**config.mk**
```make
export PLATFORM = sky130hd
export DESIGN_NAME = apb_txn_arbiter
export DESIGN_NICKNAME = d
export VERILOG_FILES = /design/src/rtl/apb_txn_arbiter.sv
export SDC_FILE = /design/constraint.sdc
export NUM_CORES = 1
export LEC_CHECK = 0
export BUFFER_PORTS_ARGS = -buffer_cell sky130_fd_sc_hd__buf_2
export CAP_MARGIN = 20
export CELL_PAD_IN_SITES_DETAIL_PLACEMENT = 0
export CELL_PAD_IN_SITES_GLOBAL_PLACEMENT = 1
export CORE_ASPECT_RATIO = 0.9
export CORE_MARGIN = 3
export CORE_UTILIZATION = 37
export CTS_BUF_LIST = sky130_fd_sc_hd__clkbuf_2 sky130_fd_sc_hd__clkbuf_4 sky130_fd_sc_hd__clkbuf_8
export CTS_CLUSTER_SIZE = 8
export DETAILED_ROUTE_END_ITERATION = 10
export PLACE_DENSITY_LB_ADDON = 0.1
export SYNTH_ARGS = -nofsm -noshare
export SYNTH_HDL_FRONTEND = slang
export SYNTH_SLANG_ARGS = --single-unit
```
**constraint.sdc**
```tcl
create_clock -name ACLK -period 3.17 [get_ports ACLK]
set_input_delay 0.1585 -clock ACLK [delete_from_list [all_inputs] [get_ports ACLK]]
set_output_delay 0.1585 -clock ACLK [all_outputs]
set_load 0.01 [all_outputs]
```
**src/rtl/apb_txn_arbiter.sv**
```systemverilog
// apb_txn_arbiter: round-robin share of one APB master port between two cmd/rsp requesters,
// with a PREADY timeout bounding every ACCESS phase.
module apb_txn_arbiter #(
  parameter int ADDR_W  = 32,
  parameter int DATA_W  = 32,
  parameter int TIMEOUT = 255
) (
  input  logic                ACLK,
  input  logic                ARESETn,
  input  logic [1:0]          cmd_valid,
  output logic [1:0]          cmd_ready,
  input  logic [1:0]          cmd_write,
  input  logic [2*ADDR_W-1:0] cmd_addr,
  input  logic [2*DATA_W-1:0] cmd_wdata,
  output logic [1:0]          rsp_valid,
  input  logic [1:0]          rsp_ready,
  output logic [DATA_W-1:0]   rsp_rdata,
  output logic                rsp_err,
  output logic                PSEL,
  output logic                PENABLE,
  output logic                PWRITE,
  output logic [ADDR_W-1:0]   PADDR,
  output logic [DATA_W-1:0]   PWDATA,
  input  logic [DATA_W-1:0]   PRDATA,
  input  logic                PREADY,
  input  logic                PSLVERR,
  output logic                busy
);
  typedef enum logic [1:0] {IDLE, SETUP, ACCESS, RESP} state_t;
  localparam int TW = TIMEOUT > 0 ? $clog2(TIMEOUT + 1) : 1;
  localparam logic [TW-1:0] TLAST = TW'(TIMEOUT > 0 ? TIMEOUT - 1 : 0);
  state_t        state;
  logic          last_grant;
  logic [TW-1:0] timer;
  logic          g;
  logic          timeout_hit;
  always_comb begin
    g           = &cmd_valid ? ~last_grant : cmd_valid[1];
    cmd_ready   = state == IDLE ? cmd_valid & (g ? 2'b10 : 2'b01) : 2'b00;
    busy        = state != IDLE;
    timeout_hit = (TIMEOUT != 0) && (timer == TLAST);
  end
  // last_grant doubles as the owner of the transfer in flight
  always_ff @(posedge ACLK or negedge ARESETn) begin
    if (!ARESETn) begin
      state      <= IDLE;
      last_grant <= 1'b1;
      timer      <= '0;
      PSEL       <= 1'b0;
      PENABLE    <= 1'b0;
      PWRITE     <= 1'b0;
      PADDR      <= '0;
      PWDATA     <= '0;
      rsp_valid  <= 2'b00;
      rsp_rdata  <= '0;
      rsp_err    <= 1'b0;
    end else begin
      case (state)
        IDLE: if (|cmd_valid) begin
          PWRITE     <= cmd_write[g];
          PADDR      <= g ? cmd_addr[2*ADDR_W-1:ADDR_W] : cmd_addr[ADDR_W-1:0];
          PWDATA     <= g ? cmd_wdata[2*DATA_W-1:DATA_W] : cmd_wdata[DATA_W-1:0];
          last_grant <= g;
          PSEL       <= 1'b1;
          state      <= SETUP;
        end
        SETUP: begin
          PENABLE <= 1'b1;
          timer   <= '0;
          state   <= ACCESS;
        end
        ACCESS: if (PREADY) begin
          PSEL      <= 1'b0;
          PENABLE   <= 1'b0;
          rsp_rdata <= PWRITE ? '0 : PRDATA;
          rsp_err   <= PSLVERR;
          rsp_valid <= last_grant ? 2'b10 : 2'b01;
          state     <= RESP;
        end else begin
          timer <= &timer ? timer : timer + 1'b1;
          if (timeout_hit) begin
            PSEL      <= 1'b0;
            PENABLE   <= 1'b0;
            rsp_rdata <= '0;
            rsp_err   <= 1'b1;
            rsp_valid <= last_grant ? 2'b10 : 2'b01;
            state     <= RESP;
          end
        end
        RESP: if (rsp_ready[last_grant]) begin
          rsp_valid <= 2'b00;
          state     <= IDLE;
        end
        default: state <= IDLE;
      endcase
    end
  end
endmodule
```
==> Implementation_results.wiki <==
{| class="wikitable"
! Metric !! Value
|-
| Outcome || finished, final reports clean
|-
| Max Freq || 422.7 MHz
|-
| Commonest cells after routing, fill and taps aside || 273 x buf_2, 112 x dfrtp_1, 72 x nand2_1
|-
| Buffers & Inverters on Critical Path || 2
|-
| Final setup violating endpoints || 0
|-
| Filler Cells Inserted || about 1200
|-
| Sequential Area || about 0.0028 sq mm
|-
| Share of post-route cells with drive strength above 1 || 0.4071
|-
| Synth Register Bits || 113
|-
| Iteration-0 DRC Markers || 190
|-
| Clk_skew || about 0.0094 ns
|-
| Effective utilization at floorplan || 0.3804
|-
| Met3 Use GR || 0.05808
|-
| Cell-by-cell trace of the critical path || a21boi_4 > buf_12 > mux2i_1 > dlygate4sd3_1 > o21ai_0
|-
| Number of global-route vias before repair || ~4700
|-
| Number of routed nets with antenna violations || 0
|-
| Global routing usage summed across all routing layers || 0.1948
|-
| DR pass1 iterations || 4
|-
| GR peak layer || met2
|-
| Top post-synthesis cells by area || dfrtp_1 55%, mux2i_1 13%, o21ai_0 6.1%
|-
| Wire length of the first global-routing pass || 23300 microns
|-
| WL/cell || roughly 16 microns
|-
| Deepest level of the CTS H-tree || 4
|-
| Cell chosen for the clock root || clkbuf_8
|-
| Dpl cells || slightly below 900
|-
| Clock tree sinks || 113
|-
| DRC violation count after routing || 0
|-
| Area of the multi-input gates || 0.002112 sq mm
|-
| Data required time of the worst path || 3.47 ns
|-
| Worst-case vdd ir drop || roughly 440 uV
|-
| Met1 routing resource usage after global routing || 0.2299
|-
| Total of max-cap violations || 0
|-
| Final Critical Period || 2.366 ns
|-
| Total setup buffers inserted after CTS || 0
|-
| Total count of max-transition violations in the final report || 0
|-
| Io pins || 275
|-
| Horiz. Die Dim || 130.0 microns
|-
| Vertical die dimension || 117.6 microns
|-
| Library cell contributing the largest single delay on the critical path || a21boi_4
|-
| PortBufs || roughly 270
|-
| Filler-free cell count of the finished design || 960
|-
| Number of failing hold endpoints at the final stage || 0
|-
| Place WS || approximately 1.2 ns
|-
| CTS Buf Count || 17
|-
| Top flip-flop cell by instance count after synthesis || dfrtp_1
|-
| Yosys top cell area share || 0.5473
|-
| Overall power || 6.720 mW
|-
| Clock tree from TritonCTS || yes
|-
| Type of the worst setup path || reg2reg
|-
| Yosys synthesis warning count || 0
|-
| Syn Std Cell Area || 0.005121 sq mm
|-
| Kind of path behind the tightest hold check || in2reg
|-
| Commonest non-fill, non-tap cell in the layout || buf_2
|-
| Clock edge transition at the registers on the reported setup and hold paths || about 0.060 ns
|-
| Mean area per synthesized cell || 11.18 sq um
|-
| Via count of the routed design || 4671
|-
| Worst Slack Setup Final || 0.8044 ns
|-
| Worst rel slew slack || 0.4749
|-
| Vias per cell || 4.866
|-
| Number of distinct library cells after synthesis || 42
|-
| Met2 layer usage reported by global route || 0.3347
|-
| Post-synth top area cell || dfrtp_1
|-
| Pwr per Cell Area || 877.8 mW/mm^2
|-
| Final Wtd Congestion || 0.7676
|-
| Final worst-path cycle share || 0.7462
|-
| Post-synthesis cell count || approximately 460
|-
| Maximum number of pins on one net before global-route repair || 81
|-
| Worst slew pin tran || 0.7856 ns
|-
| Static Leakage || 4.006 nW
|-
| Worst setup EP type || flip-flop
|-
| Critical path's largest stage delay || approximately 0.63 ns
|-
| Async SR Flop Fraction || 1.000
|-
| Max Fanout on Critical Path || 28
|-
| Core occupancy in the finished layout || 0.5687
|-
| Critical path data arrival time || 2.66 ns
|-
| Number of nets produced by synthesis || between 600 and 700
|-
| Maximum count of clock buffers along a single path || 2
|-
| Largest delay contributor family on the critical path || buffers and inverters
|-
| Net total in the final layout || 953
|-
| Total detailed-routing wirelength || 15010 microns
|-
| CORE AREA || 0.01346 sq mm
|-
| Unrepaired setup endpoints after global routing || no
|-
| Layout-stage area growth over the synthesis result || 49.50%
|-
| Total Negative Setup Slacks || 0 ns
|-
| Half-perimeter wire length of the detailed placement result || 11130 microns
|-
| GRT overflow || 0
|-
| Seq/Total Area, Yosys || 0.5524
|-
| Number of placement rows || 40
|-
| Initial antenna violation count || 2
|-
| EDFF count, synth || 0
|-
| Total die area || 0.01529 sq mm
|-
| Clock latency on the worst-skew pair || 0.43 ns
|-
| Startpoint type of the worst setup path || flip-flop
|}
## worst min-delay path: cells and delay by family
family | cells | cell delay [ns]
AOI/OAI and AO/OA | 1 | 0.13
buffers and inverters | 1 | 0.07
muxes | 1 | 0.05
## what timing repair did
action,CTS,global route
hold buffers,50,1
resized for setup,0,0
hold endpoints to repair,100,1
endpoints found under the setup margin,0,0
## cell type report
class	instances	share of cell area
flip-flops and latches	113	0.3695
multi-input cells	309	0.2759
repair buffers	332	0.2612
clock buffers	21	0.03612
well taps	168	0.02746
clock inverters	11	0.02713
inverters	5	0.002451
diodes	1	0.0003269
## power breakdown
part           total, mW  internal (mW)  switching, mW
Clock               1.64           1.07          0.574
Sequential          2.40           2.07          0.333
Combinational       2.67           1.17           1.50
## cells by family after synthesis
group,synth area share
buf+inv,0.03933
mux,0.1312
flops,0.5524
fa+ha+maj,0.01222
compound gates,0.1683
simple gates,0.09651
## path summary, 6_finish.rpt
path,from,endpoint,slack (ns),cells after the start
min,cmd_wdata[60],PWDATA[28],0.03,3
max reg2reg,last_grant,PADDR[2],0.80,5
max in group asynchronous,ARESETn,last_grant,1.96,3
max,last_grant,PADDR[2],0.80,5
min in group asynchronous,ARESETn,PWDATA[27],0.36,2
min reg2reg,PADDR[31],PADDR[31],0.47,2
## sequential cells by signal (all words and copies together), names as in the netlist
signal / flops
rsp_rdata: 32
PWDATA: 32
PADDR: 32
rsp_err: 1
PWRITE: 1
last_grant: 1
PSEL: 1
timer: 8
rsp_valid: 2
PENABLE: 1
state: 2
## cells in the mapped netlist (2+ instances only)
cell type  number
a21o_1          3
a21oi_1         7
a22o_1         32
and2_1          2
and3_1          2
buf_2          11
buf_4           2
buf_6           6
clkbuf_1       12
dfrtp_1       112
ha_1            5
inv_1           5
mux2i_1        66
nand2_1        72
nand2b_1        4
nand3_1        12
nor2_1          9
nor2b_1         3
o21ai_0        62
o21ai_1         5
o21bai_1        2
o311ai_0        4
## through the flow
stage,hold WS (ns),area (sq um)
floorplan,-0.1371,5121
global placement,0.2704,6639
detailed placement,0.2813,6639
CTS,0.0001741,7624
global route,0.006534,7656
finish,0.02881,7656
## metal layers
layer | part of all wire | up-vias
met5 | 0.00087 | -
met4 | 0.018 | 2
met3 | 0.069 | 22
met2 | 0.50 | 177
met1 | 0.41 | 2182
li1 | - | 2288
(Power assumes the default switching activity.)
